## config.mk

```make
export PLATFORM = sky130hd
export DESIGN_NAME = ps2_cmd_decoder_flat
export DESIGN_NICKNAME = d
export VERILOG_FILES = /design/src/rtl/ps2_cmd_decoder_if.sv /design/src/rtl/ps2_cmd_decoder.sv /design/src/flat_wrapper.sv
export SDC_FILE = /design/constraint.sdc
export NUM_CORES = 1
export LEC_CHECK = 0
export BUFFER_PORTS_ARGS = -buffer_cell sky130_fd_sc_hd__buf_2
export CORE_UTILIZATION = 40
export CTS_CLUSTER_SIZE = 12
export DETAILED_ROUTE_END_ITERATION = 16
export PLACE_DENSITY = 0.56
export SYNTH_ARGS = -nofsm -noshare
export SYNTH_HDL_FRONTEND = slang
export SYNTH_SLANG_ARGS = --single-unit
```

## constraint.sdc

```tcl
create_clock -name CLOCK_50 -period 5.2 [get_ports CLOCK_50]
set_input_delay 0.26 -clock CLOCK_50 [delete_from_list [all_inputs] [get_ports CLOCK_50]]
set_output_delay 0.26 -clock CLOCK_50 [all_outputs]
set_load 0.1 [all_outputs]
```

## src/rtl/ps2_cmd_decoder_if.sv

```systemverilog
// Scan-code byte stream from the PS/2 receiver to the command decoder.
// The receiver drives the byte and its one-cycle valid strobe.
interface ps2_cmd_decoder_if;
    logic [7:0] received_data;
    logic       received_data_en;

    modport master (
        output received_data,
        output received_data_en
    );

    modport slave (
        input received_data,
        input received_data_en
    );
endinterface

```

## src/rtl/ps2_cmd_decoder.sv

```systemverilog
// PS/2 scan-code to Connect-4 command decoder.
// Tracks make/break/E0 sequences, held keys, level and edge commands.
module ps2_cmd_decoder #(
    parameter int TIMEOUT_CYCLES = 2_500_000,
    parameter int TMO_W          = 22
) (
    input  logic                    CLOCK_50,
    input  logic                    Resetn,
    ps2_cmd_decoder_if.slave        rx,
    output logic                    right,
    output logic                    left,
    output logic                    place,
    output logic                    right_pulse,
    output logic                    left_pulse,
    output logic                    place_pulse,
    output logic                    restart_pulse,
    output logic                    key_error,
    output logic [7:0]              last_code
);

    // Held-bit positions; R is tracked only to suppress typematic restarts.
    localparam int K_D  = 0;
    localparam int K_RA = 1;
    localparam int K_A  = 2;
    localparam int K_LA = 3;
    localparam int K_SP = 4;
    localparam int K_EN = 5;
    localparam int K_DA = 6;
    localparam int K_R  = 7;

    localparam logic [7:0] C_BRK = 8'hF0;
    localparam logic [7:0] C_EXT = 8'hE0;
    localparam logic [TMO_W-1:0] TMO_LAST = TMO_W'(TIMEOUT_CYCLES - 1);

    typedef enum logic [1:0] {
        IDLE,
        BRK,
        EXT,
        EXT_BRK
    } state_t;

    state_t           state;
    logic [TMO_W-1:0] tmo_cnt;
    logic [7:0]       held;
    logic [7:0]       held_nxt;
    logic [7:0]       base_hit;
    logic [7:0]       ext_hit;
    logic             make_ok;
    logic             timeout;
    logic             right_nxt;
    logic             left_nxt;
    logic             place_nxt;

    wire       en   = rx.received_data_en;
    wire [7:0] data = rx.received_data;

    // Map the incoming byte to a one-hot key for plain and E0 codes.
    always_comb begin
        base_hit = '0;
        ext_hit  = '0;
        case (data)
            8'h23:   base_hit[K_D]  = 1'b1;
            8'h1C:   base_hit[K_A]  = 1'b1;
            8'h29:   base_hit[K_SP] = 1'b1;
            8'h5A:   base_hit[K_EN] = 1'b1;
            8'h2D:   base_hit[K_R]  = 1'b1;
            default: base_hit = '0;
        endcase
        case (data)
            8'h74:   ext_hit[K_RA] = 1'b1;
            8'h6B:   ext_hit[K_LA] = 1'b1;
            8'h72:   ext_hit[K_DA] = 1'b1;
            default: ext_hit = '0;
        endcase
    end

    // Next held bits and make acceptance for the byte in this cycle.
    always_comb begin
        held_nxt = held;
        make_ok  = 1'b0;
        if (en) begin
            unique case (state)
                IDLE: begin
                    held_nxt = held | base_hit;
                    make_ok  = |base_hit;
                end
                BRK:     held_nxt = held & ~base_hit;
                EXT: begin
                    held_nxt = held | ext_hit;
                    make_ok  = |ext_hit;
                end
                EXT_BRK: held_nxt = held & ~ext_hit;
                default: held_nxt = held;
            endcase
        end
        right_nxt = held_nxt[K_D] | held_nxt[K_RA];
        left_nxt  = held_nxt[K_A] | held_nxt[K_LA];
        place_nxt = held_nxt[K_SP] | held_nxt[K_EN] | held_nxt[K_DA];
        timeout   = !en && (state != IDLE) && (tmo_cnt == TMO_LAST);
    end

    // Sequence FSM, stall counter and registered command outputs.
    always_ff @(posedge CLOCK_50 or negedge Resetn) begin
        if (!Resetn) begin
            state         <= IDLE;
            tmo_cnt       <= '0;
            held          <= '0;
            right         <= 1'b0;
            left          <= 1'b0;
            place         <= 1'b0;
            right_pulse   <= 1'b0;
            left_pulse    <= 1'b0;
            place_pulse   <= 1'b0;
            restart_pulse <= 1'b0;
            key_error     <= 1'b0;
            last_code     <= '0;
        end else begin
            held          <= held_nxt;
            right         <= right_nxt;
            left          <= left_nxt;
            place         <= place_nxt;
            right_pulse   <= right_nxt & ~right;
            left_pulse    <= left_nxt & ~left;
            place_pulse   <= place_nxt & ~place;
            restart_pulse <= held_nxt[K_R] & ~held[K_R];
            key_error     <= timeout;
            if (make_ok)
                last_code <= data;

            if (en || state == IDLE || timeout)
                tmo_cnt <= '0;
            else
                tmo_cnt <= tmo_cnt + 1'b1;

            if (en) begin
                unique case (state)
                    IDLE: begin
                        if (data == C_BRK)
                            state <= BRK;
                        else if (data == C_EXT)
                            state <= EXT;
                    end
                    BRK: begin
                        if (data != C_BRK)
                            state <= IDLE;
                    end
                    EXT: begin
                        if (data == C_BRK)
                            state <= EXT_BRK;
                        else if (data != C_EXT)
                            state <= IDLE;
                    end
                    EXT_BRK: state <= IDLE;
                    default: state <= IDLE;
                endcase
            end else if (timeout) begin
                state <= IDLE;
            end
        end
    end

endmodule

```

## src/flat_wrapper.sv

```systemverilog
// flat-port wrapper written by rule: the top's interface ports become plain ports
module ps2_cmd_decoder_flat 
#(
    parameter int TIMEOUT_CYCLES = 2_500_000,
    parameter int TMO_W          = 22
)
  (CLOCK_50, Resetn, right, left, place, right_pulse, left_pulse, place_pulse, restart_pulse, key_error, last_code, rx_received_data, rx_received_data_en);
  ps2_cmd_decoder_if rx_i ();
  input  logic CLOCK_50;
  input  logic Resetn;
  output logic right;
  output logic left;
  output logic place;
  output logic right_pulse;
  output logic left_pulse;
  output logic place_pulse;
  output logic restart_pulse;
  output logic key_error;
  output logic [7:0] last_code;
  input wire logic [$bits(rx_i.received_data)-1:0] rx_received_data;
  input wire logic [$bits(rx_i.received_data_en)-1:0] rx_received_data_en;
  assign rx_i.received_data = rx_received_data;
  assign rx_i.received_data_en = rx_received_data_en;
  ps2_cmd_decoder #(.TIMEOUT_CYCLES(TIMEOUT_CYCLES), .TMO_W(TMO_W)) u_core (.CLOCK_50(CLOCK_50), .Resetn(Resetn), .rx(rx_i), .right(right), .left(left), .place(place), .right_pulse(right_pulse), .left_pulse(left_pulse), .place_pulse(place_pulse), .restart_pulse(restart_pulse), .key_error(key_error), .last_code(last_code));
endmodule
```

==> flow_summary_export.csv, run 1 <==
group,metric,value,unit
routing,wl_met2,1950,µm
finish,final_layout_size_suffix_gt1_frac,0.192,
finish,utilization,0.474,
global_route,overflow,0,
floorplanning,core_region_area,0.00557,mm²
run_status,outcome,"complete, no violations",
cts,cts_tree,"done",
worst_setup_path,cp-start-kind,"flop",
cts,clockRootBuffer,"clkbuf_8",
logic_synthesis,ys_top_cells_by_area,"dfrtp_1 (51%), xnor2_1 (4.8%), nor2_1 (4.6%), mux2_4 (4.5%), xor2_1 (2.6%)",
worst_setup_path,cp_slowest_cell,"or2_1",
routing,wl_per_cell,13.5,µm
global_route,grt_pass1_wl,7690,µm
floorplanning,dieArea,0.00618,mm²
logic_synthesis,synth_ff_type,"dfrtp_1",
logic_synthesis,synth.yosys.warnings,0,
cts,clk-insertion-delay-late,0.29,ns
run,max_cap_violations,0,
timing,worst_pin_slew,1.04,ns
cts,htreeDepth,2,
logic_synthesis,synth.distinct_cells,45,
place,place_congestion,0.817,
timing,fin_ws,2.85,ns
global_route,antenna_found_initial,0,
timing,finalSetupViolCount,0,
routing,wl_met1,2200,µm
logic_synthesis,syn_nets,235,
place,dp.cells,314,
floorplanning,rows,27,
timing,layout_min_cycle_time,2.35,ns
routing,wl_met3,150,µm
cts,clockBufferDepth,2,
cts,clk_pin_slew,0.09,ns
timing,slew_headroom,0.306,
logic_synthesis,async_reset_ff_frac,1.00,
place,pre_cts_slack,2.82,ns
cts,cts-buffers-inserted,5,
timing,hold_viol_final,0,
finish,nFillCells,533,
timing,timing.setup.tns,0,ns
worst_setup_path,critPathMaxStageDelay,0.64,ns
worst_setup_path,critPathCaptureType,"flop",
routing,drt-vias-per-instance,5.14,
timing,timing.final.max_slew_violations,0,
logic_synthesis,avgSynthCellArea,10.5,µm²
finish,area_growth,12.4,%
logic_synthesis,netlist.area_leader.share,0.511,
timing,period_share,0.452,
logic_synthesis,synth_edf_count,0,
routing,vias,1655,
cts,clkSinkCount,48,
routing,wirelength,4330,µm
timing,timing.hold.ws,0.128,ns
cts,post-cts-setup-buffers,0,
finish,fin_area,0.00264,mm²
timing,max_freq,426,MHz
floorplanning,initial_core_util,0.421,
timing,skew,0.00502,ns
cts,ctsHoldBuffers,0,
logic_synthesis,synth_area,0.00235,mm²
worst_setup_path,critPathTopFamily,"simple AND/OR/NAND/NOR gates",
power_and_ir_drop,power_leakage,1.21,nW
worst_setup_path,critPathBufInv,0,
global_route,grt_start_max_net_pins,49,
worst_hold_path,hold_class,"in2async",
logic_synthesis,synth_area_leader_cell,"dfrtp_1",
global_route,grt_util_all_layers,0.160,
worst_setup_path,path_max_fanout,22,
logic_synthesis,yosysSeqAreaShare,0.511,
global_route,grt_pass1_vias,1642,
worst_setup_path,path_cells,"ha_1 > and4_1 > nand2_1 > nor4_1 > or2_1 > nor2_1",
floorplanning,ioPinCount,27,
finish,diodes,0,
routing,top_layer,"met4",
routing,dr.pass1.iters,4,
finish,layoutNonFillerInstCount,322,
floorplanning,die_h,78.6,µm
logic_synthesis,ys_ff_latch,48,
routing,drt_iter0_markers,202,
finish,fin_nets,261,
worst_setup_path,r2r_slack,2.85,ns
worst_setup_path,crit_required,5.35,ns
place,port_buffers,26,
logic_synthesis,syn_inst,223,
timing,rsz0062_at_grt,"no",
routing,drc,0,
place,place_area,0.00253,mm²
power_and_ir_drop,ir_drop,0.200,mV
worst_setup_path,crit_arrival,2.50,ns
cts,cts_resized,0,
power_and_ir_drop,power.total,862,µW
power_and_ir_drop,p_per_area,327,mW/mm²
routing,ant_nets,0,
worst_setup_path,criticalPathCategory,"reg2reg",
place,dp_hpwl,3060,µm
floorplanning,die_w,78.6,µm
[flip-flops by register name, indices dropped and copies added (netlist names)]
register	cells
u_core.restart_pulse	1
u_core.held	8
u_core.state	2
u_core.place_pulse	1
u_core.tmo_cnt	22
u_core.left	1
u_core.right	1
u_core.left_pulse	1
u_core.key_error	1
u_core.right_pulse	1
u_core.place	1
u_core.last_code	8
[cells in the mapped netlist (4+ instances only)]
| cell | number |
|---|---|
| nand3_1 | 12 |
| nand4_1 | 5 |
| dfrtp_1 | 48 |
| nor2b_1 | 4 |
| inv_1 | 11 |
| xor2_1 | 7 |
| xnor2_1 | 13 |
| nor3_1 | 10 |
| mux2_4 | 7 |
| mux2i_1 | 6 |
| nand2_1 | 16 |
| nand2b_1 | 6 |
| nor2_1 | 29 |
| nor4_1 | 7 |
[cell type report]
cell class              instances  area [µm²]  area share
clock buffers                   5        68.8      0.0261
clock inverters                 3        42.5      0.0161
inverters                      11        41.3      0.0156
multi-input cells             157        1070       0.404
flip-flops and latches         48        1200       0.455
well taps                      72        90.1      0.0341
repair buffers                 26         130      0.0493
[final timing paths]
| check | start | to | depth (start not counted) |
|---|---|---|---|
| worst max-delay path | u_core.tmo_cnt[0] | u_core.tmo_cnt[11] | 6 |
| worst min-delay path | Resetn | u_core.last_code[0] | 1 |
| worst max register to register | u_core.tmo_cnt[0] | u_core.tmo_cnt[11] | 6 |
| worst min register to register | u_core.right | u_core.right_pulse | 1 |
| max in group asynchronous | Resetn | u_core.tmo_cnt[3] | 1 |
| min in group CLOCK_50 | rx_received_data[5] | u_core.last_code[5] | 2 |
[cells in the final DEF, fill, tap and decap left out, types with 3 or more instances in the layout]
master    instances
a21oi_1           3
buf_2            26
clkbuf_8          5
dfrtp_1          48
inv_1            11
mux2_4            7
mux2i_1           6
nand2_1          16
nand2b_1          6
nand3_1          12
nand4_1           5
nand4b_1          3
nor2_1           29
nor2b_1           4
nor3_1           10
nor4_1            7
xnor2_1          13
xor2_1            7
[routing by layer]
metal  vias to the layer above  track usage
met3                         4       0.0360
met5                         -            0
met4                         0       0.0500
met1                       797        0.228
li1                        820            -
met2                        34        0.238
[kinds of logic after synthesis]
| kind of cell | synth area share |
|---|---|
| flops | 0.511 |
| compound gates | 0.0421 |
| mux | 0.0799 |
| buf+inv | 0.0346 |
| simple gates | 0.252 |
| fa+ha+maj | 0.00533 |
| xor+xnor | 0.0746 |
[report_power, final]
part | switching [mW] | internal, mW | total, mW
Clock | 0.125 | 0.142 | 0.267
Sequential | 0.00849 | 0.392 | 0.401
Combinational | 0.157 | 0.0374 | 0.194
(Power assumes the default switching activity.)
==> inputs of run 2 (changes only) <==
ABC_AREA = 1   (was unset)
PLACE_DENSITY = 0.58   (was 0.56)
clock period = 2.07 ns   (was 5.2 ns; I/O delays follow)
==> flow_summary_export.csv, run 2 <==
group,metric,value,unit
finish,final_common_cell,"nand2_1",
worst_setup_path,rr_endpoint,"u_core.tmo_cnt[12]",
worst_setup_path,crit_arrival,1.79,ns
logic_synthesis,synth.distinct_cells,35,
cts,ctsHoldBuffers,1,
routing,ant_nets,0,
finish,largest_register,"u_core.tmo_cnt",
power_and_ir_drop,ir_drop,0.467,mV
place,place_congestion,0.910,
logic_synthesis,netlist.area_leader.share,0.462,
timing,worst_pin_slew,0.598,ns
floorplanning,dieArea,0.00683,mm²
cts,cts_resized,0,
timing,hold_viol_final,0,
cts,cts-buffers-inserted,5,
cts,clockRootBuffer,"clkbuf_8",
finish,utilization,0.462,
worst_hold_path,min_to,"u_core.last_code[0]",
finish,fin_area,0.00291,mm²
global_route,antenna_found_initial,0,
logic_synthesis,synth.yosys.warnings,0,
floorplanning,die_w,82.6,µm
timing,timing.setup.tns,0,ns
finish,area_growth,12.0,%
power_and_ir_drop,p_per_area,727,mW/mm²
logic_synthesis,syn_nets,355,
logic_synthesis,synth_edf_count,0,
finish,nFillCells,660,
global_route,grt_util_all_layers,0.173,
worst_setup_path,crit_required,2.25,ns
place,place_area,0.00281,mm²
worst_setup_path,path_max_fanout,12,
cts,clk-insertion-delay-late,0.31,ns
cts,clk_pin_slew,0.10,ns
routing,wirelength,5480,µm
finish,diodes,0,
timing,rsz0062_at_grt,"no",
timing,period_share,0.777,
power_and_ir_drop,netSwitchingPower,804,µW
logic_synthesis,synth_area,0.00260,mm²
global_route,grt_pass1_wl,8870,µm
routing,vias,2162,
timing,layout_min_cycle_time,1.61,ns
cts,clkSinkCount,48,
finish,layoutNonFillerInstCount,452,
power_and_ir_drop,switching_share,0.380,
worst_setup_path,crit_start,"u_core.tmo_cnt[0]",
floorplanning,ioPinCount,27,
power_and_ir_drop,p_clk_frac,0.274,
logic_synthesis,ys_top_cells_by_area,"dfrtp_1 (46%), nand2_1 (13%), nor2_1 (6.8%), inv_1 (6.2%), nand3_1 (4.8%)",
logic_synthesis,avgSynthCellArea,7.58,µm²
finish,fin_nets,386,
global_route,gr-max-usage-layer,"met2",
routing,drt-vias-per-instance,4.78,
place,dp_hpwl,4050,µm
routing,dr.pass1.iters,4,
routing,drc,0,
floorplanning,initial_core_util,0.412,
logic_synthesis,yosysMostFrequentCell,"nand2_1",
worst_setup_path,criticalPathCategory,"reg2reg",
routing,drt_iter0_markers,96,
global_route,grt_use_met3,0.0330,
timing,finalSetupViolCount,0,
global_route,grt_pass1_vias,2001,
logic_synthesis,async_reset_ff_frac,1.00,
power_and_ir_drop,power_frac_comb,0.243,
timing,timing.final.max_slew_violations,0,
cts,cts_tree,"done",
timing,max_freq,622,MHz
worst_hold_path,hold_class,"in2reg",
worst_setup_path,cp-start-kind,"flop",
timing,slew_headroom,0.601,
place,dp.cells,443,
power_and_ir_drop,power_leakage,1.43,nW
worst_hold_path,min-delay-start,"rx_received_data[0]",
finish,top_regs,"u_core.tmo_cnt (22), u_core.held (8), u_core.last_code (8)",
finish,layout_common_cells,"nand2_1 (90), dfrtp_1 (48), nor2_1 (47)",
cts,htreeDepth,2,
finish,final_layout_size_suffix_gt1_frac,0.187,
floorplanning,die_h,82.6,µm
logic_synthesis,yosysSeqAreaShare,0.462,
place,port_buffers,26,
finish,largest_register_ffs,22,
worst_setup_path,r2r_start,"u_core.tmo_cnt[0]",
power_and_ir_drop,seq_power_share,0.483,
run,max_cap_violations,0,
global_route,grt_util_met1,0.215,
routing,wl_per_cell,12.1,µm
floorplanning,core_region_area,0.00631,mm²
power_and_ir_drop,p_int,1.31,mW
logic_synthesis,synth_ff_type,"dfrtp_1",
run_status,outcome,"complete, no violations",
global_route,met2_usage,0.301,
worst_setup_path,r2r_slack,0.46,ns
worst_setup_path,worstRegToRegCells,6,
worst_hold_path,hold_depth,3,
floorplanning,rows,29,
logic_synthesis,yosys-top-cells-count,"nand2_1 (90), dfrtp_1 (48), nor2_1 (47)",
logic_synthesis,synth_area_leader_cell,"dfrtp_1",
global_route,grt_start_max_net_pins,49,
timing,skew,0.00921,ns
cts,clockBufferDepth,2,
cts,post-cts-setup-buffers,0,
global_route,overflow,0,
logic_synthesis,ys_ff_latch,48,
timing,timing.hold.ws,0.0458,ns
worst_setup_path,critPathCaptureType,"flop",
logic_synthesis,syn_inst,343,
-- run 2: cell families after synthesis --
kind of cell,after synthesis,share of synthesized area
simple gates,207,0.370
buf+inv,54,0.0803
flops,48,0.462
compound gates,28,0.0664
xor+xnor,5,0.0168
fa+ha+maj,1,0.00481
-- run 2: worst max-delay path by stage --
stage / to / cells past startpoint / slack, ns
after floorplan: u_core.state[1] / 10 / 0.65
after global placement: u_core.tmo_cnt[19] / 6 / 0.50
after detailed placement: u_core.tmo_cnt[12] / 6 / 0.45
after CTS: u_core.tmo_cnt[12] / 6 / 0.44
after global routing: u_core.tmo_cnt[12] / 6 / 0.29
final: u_core.tmo_cnt[12] / 6 / 0.46
-- run 2: metal layers --
metal  wire length (µm)  up-vias  part of all wire
li1                   -     1146                 -
met5                  0        -                 0
met1               2640      974              0.48
met4                 61        0             0.011
met2               2620       36              0.48
met3                160        6             0.029
-- run 2: power groups by stage --
stage                     Sequential (mW)  Combinational [mW]  Clock [mW]
after floorplan                      1.31               0.142           0
after CTS                            1.02               0.519       0.595
after detailed placement             1.04               0.517           0
after global placement               1.04               0.517           0
after global routing                 1.03               0.553       0.620
final                                1.02               0.515       0.581
-- run 2: metrics by stage --
stage	setup WS, ns	power (mW)
floorplan	0.653	1.45
global placement	0.504	1.56
detailed placement	0.448	1.56
CTS	0.445	2.14
global route	0.290	2.20
finish	0.462	2.12
-- run 2: cell type report --
cell class | count | area [µm²] | share of cell area
sequential | 48 | 1200 | 0.412
multi-input combinational | 241 | 1190 | 0.409
inverter | 50 | 188 | 0.0644
timing repair buffer | 28 | 148 | 0.0507
tap | 77 | 96.3 | 0.0331
clock buffer | 5 | 68.8 | 0.0236
clock inverter | 3 | 21.3 | 0.00730
-- run 2: worst max-delay path: stages (launching register included) --
cell and delay, ns:
dfrtp_1 0.39, ha_1 0.19, nand2_2 0.09, nor2_4 0.20
nand4_1 0.15, nand2_1 0.36, nor2_1 0.11
==> inputs of run 3 (changes only) <==
ABC_AREA = 0   (was 1)
clock period = 1.4 ns   (was 2.07 ns; I/O delays follow)
==> flow_summary_export.csv, run 3 (synthesis gave the netlist of run 1 again) <==
group,metric,value,unit
run_status,outcome,"complete, but fails checks",
run_status,violations,"setup timing",
timing,fin_ws,-0.396,ns
place,place_congestion,0.880,
power_and_ir_drop,power.total,3.30,mW
power_and_ir_drop,power_leakage,1.68,nW
finish,final_layout_size_suffix_gt1_frac,0.506,
floorplanning,dieArea,0.00618,mm²
global_route,antenna_found_initial,0,
routing,drt-vias-per-instance,4.85,
routing,wl_per_cell,13.9,µm
routing,drc,0,
timing,worst_pin_slew,0.531,ns
timing,timing.final.max_slew_violations,0,
finish,layout_common_cells,"buf_4 (66), dfrtp_1 (47), buf_2 (26)",
worst_setup_path,path_cells,"buf_6 > nor4_4 > nand4_1 > nor4_2 > or2_4 > clkbuf_16 > nor2_1",
finish,fin_area,0.00357,mm²
finish,top_regs,"u_core.tmo_cnt (22), u_core.held (8), u_core.last_code (8)",
cts,clk_pin_slew,0.09,ns
floorplanning,initial_core_util,0.421,
global_route,grt_pass1_wl,9250,µm
routing,ant_nets,0,
timing,layout_min_cycle_time,1.80,ns
global_route,grt_start_max_net_pins,49,
power_and_ir_drop,ir_drop,0.764,mV
worst_hold_path,hold_class,"in2reg",
floorplanning,die_h,78.6,µm
floorplanning,rows,27,
worst_setup_path,cp_slowest_cell,"dfrtp_1",
worst_setup_path,crit_arrival,1.98,ns
place,pre_cts_slack,-0.362,ns
routing,wirelength,5560,µm
cts,cts-buffers-inserted,5,
worst_setup_path,critPathCaptureType,"flop",
timing,max_freq,557,MHz
floorplanning,core_region_area,0.00557,mm²
timing,hold_viol_final,0,
place,dp.cells,383,
finish,area_growth,51.9,%
cts,clockBufferDepth,2,
finish,nFillCells,460,
cts,htreeDepth,2,
floorplanning,ioPinCount,27,
cts,cts_tree,"done",
place,port_buffers,26,
timing,period_share,1.28,
routing,dr.pass1.iters,4,
cts,clockRootBuffer,"clkbuf_8",
floorplanning,die_w,78.6,µm
global_route,overflow,0,
cts,clk-insertion-delay-late,0.29,ns
finish,final_common_cell,"buf_4",
worst_setup_path,criticalPathCategory,"reg2reg",
place,dp_hpwl,3770,µm
finish,layoutNonFillerInstCount,400,
worst_setup_path,cp-start-kind,"flop",
finish,largest_register,"u_core.tmo_cnt",
run,max_cap_violations,0,
cts,clkSinkCount,48,
timing,finalSetupViolCount,40,
worst_setup_path,path_max_fanout,6,
worst_setup_path,critPathMaxStageDelay,0.39,ns
timing,skew,0.00628,ns
routing,drt_iter0_markers,59,
finish,fin_nets,339,
worst_setup_path,crit_required,1.59,ns
timing,rsz0062_at_grt,"yes",
finish,largest_register_ffs,22,
place,place_area,0.00316,mm²
power_and_ir_drop,p_per_area,925,mW/mm²
routing,vias,1941,
finish,diodes,0,
timing,slew_headroom,0.643,
global_route,grt_util_all_layers,0.192,
global_route,grt_pass1_vias,1984,
==> run 3: changes by cell type in the layout (fill, tap and decap cells not counted), moves of 4 or more <==
cell / delta
nor2_1: -31
buf_6: +6
mux2_4: +8
inv_1: -33
nand4_1: -6
nand3_1: -17
a21oi_1: -9
nand2_1: -75
buf_4: +65
nand2b_1: +4
xnor2_1: +13
inv_2: -6
o21ai_1: -6
==> run 3: worst paths after layout <==
kind / startpoint / to / slack [ns] / cells past startpoint
min reg2reg: u_core.right / u_core.right_pulse / 0.42 / 1
max: u_core.tmo_cnt[11] / u_core.tmo_cnt[20] / -0.40 / 7
min in group asynchronous: Resetn / u_core.last_code[4] / 0.27 / 3
min: rx_received_data[5] / u_core.last_code[5] / 0.14 / 3
max in group asynchronous: Resetn / u_core.state[1] / 0.88 / 3
max reg2reg: u_core.tmo_cnt[11] / u_core.tmo_cnt[20] / -0.40 / 7
==> run 3: layout make-up <==
type / instances / area [µm²] / share of cell area
well taps: 72 / 90.1 / 0.0252
inverters: 11 / 41.3 / 0.0116
multi-input cells: 157 / 1310 / 0.367
repair buffers: 104 / 813 / 0.228
clock inverters: 3 / 42.5 / 0.0119
clock buffers: 5 / 68.8 / 0.0193
flip-flops and latches: 48 / 1200 / 0.337
==> run 3: per-stage QoR <==
step	TNS (ns)	hold WS, ns	util
detailed placement	-12.89	0.0751	0.568
finish	-10.61	0.140	0.640
global placement	-12.34	0.0744	0.568
CTS	-10.25	0.124	0.607
global route	-15.18	0.137	0.640
floorplan	-10.59	-0.226	-
==> run 3: worst max-delay path: cells and delay by family (launching register included) <==
family / cells / cell delay, ns
buffers and inverters: 2 / 0.30
flip-flops: 1 / 0.39
AND/OR/NAND/NOR: 5 / 1.01
==> run 3: routing by layer <==
layer | routed length (µm) | GRT usage
met1 | 2770 | 0.280
met2 | 2600 | 0.298
met4 | 31 | 0.0500
met3 | 160 | 0.0279
met5 | 0 | 0
==> run 3: repair_timing <==
item                       CTS  global route
setup endpoints to repair   43            45
pin swaps                   11            18
resized for setup           17            29
hold endpoints to repair    48             0
hold buffers                 1             0
setup buffers                3             4
cloned                       0             3
==> run 3: report_power, final <==
part | leakage (nW) | internal [mW] | switching, mW
Combinational | 0.969 | 0.204 | 0.614
Sequential | 0.658 | 1.46 | 0.0381
Clock | 0.0541 | 0.529 | 0.459
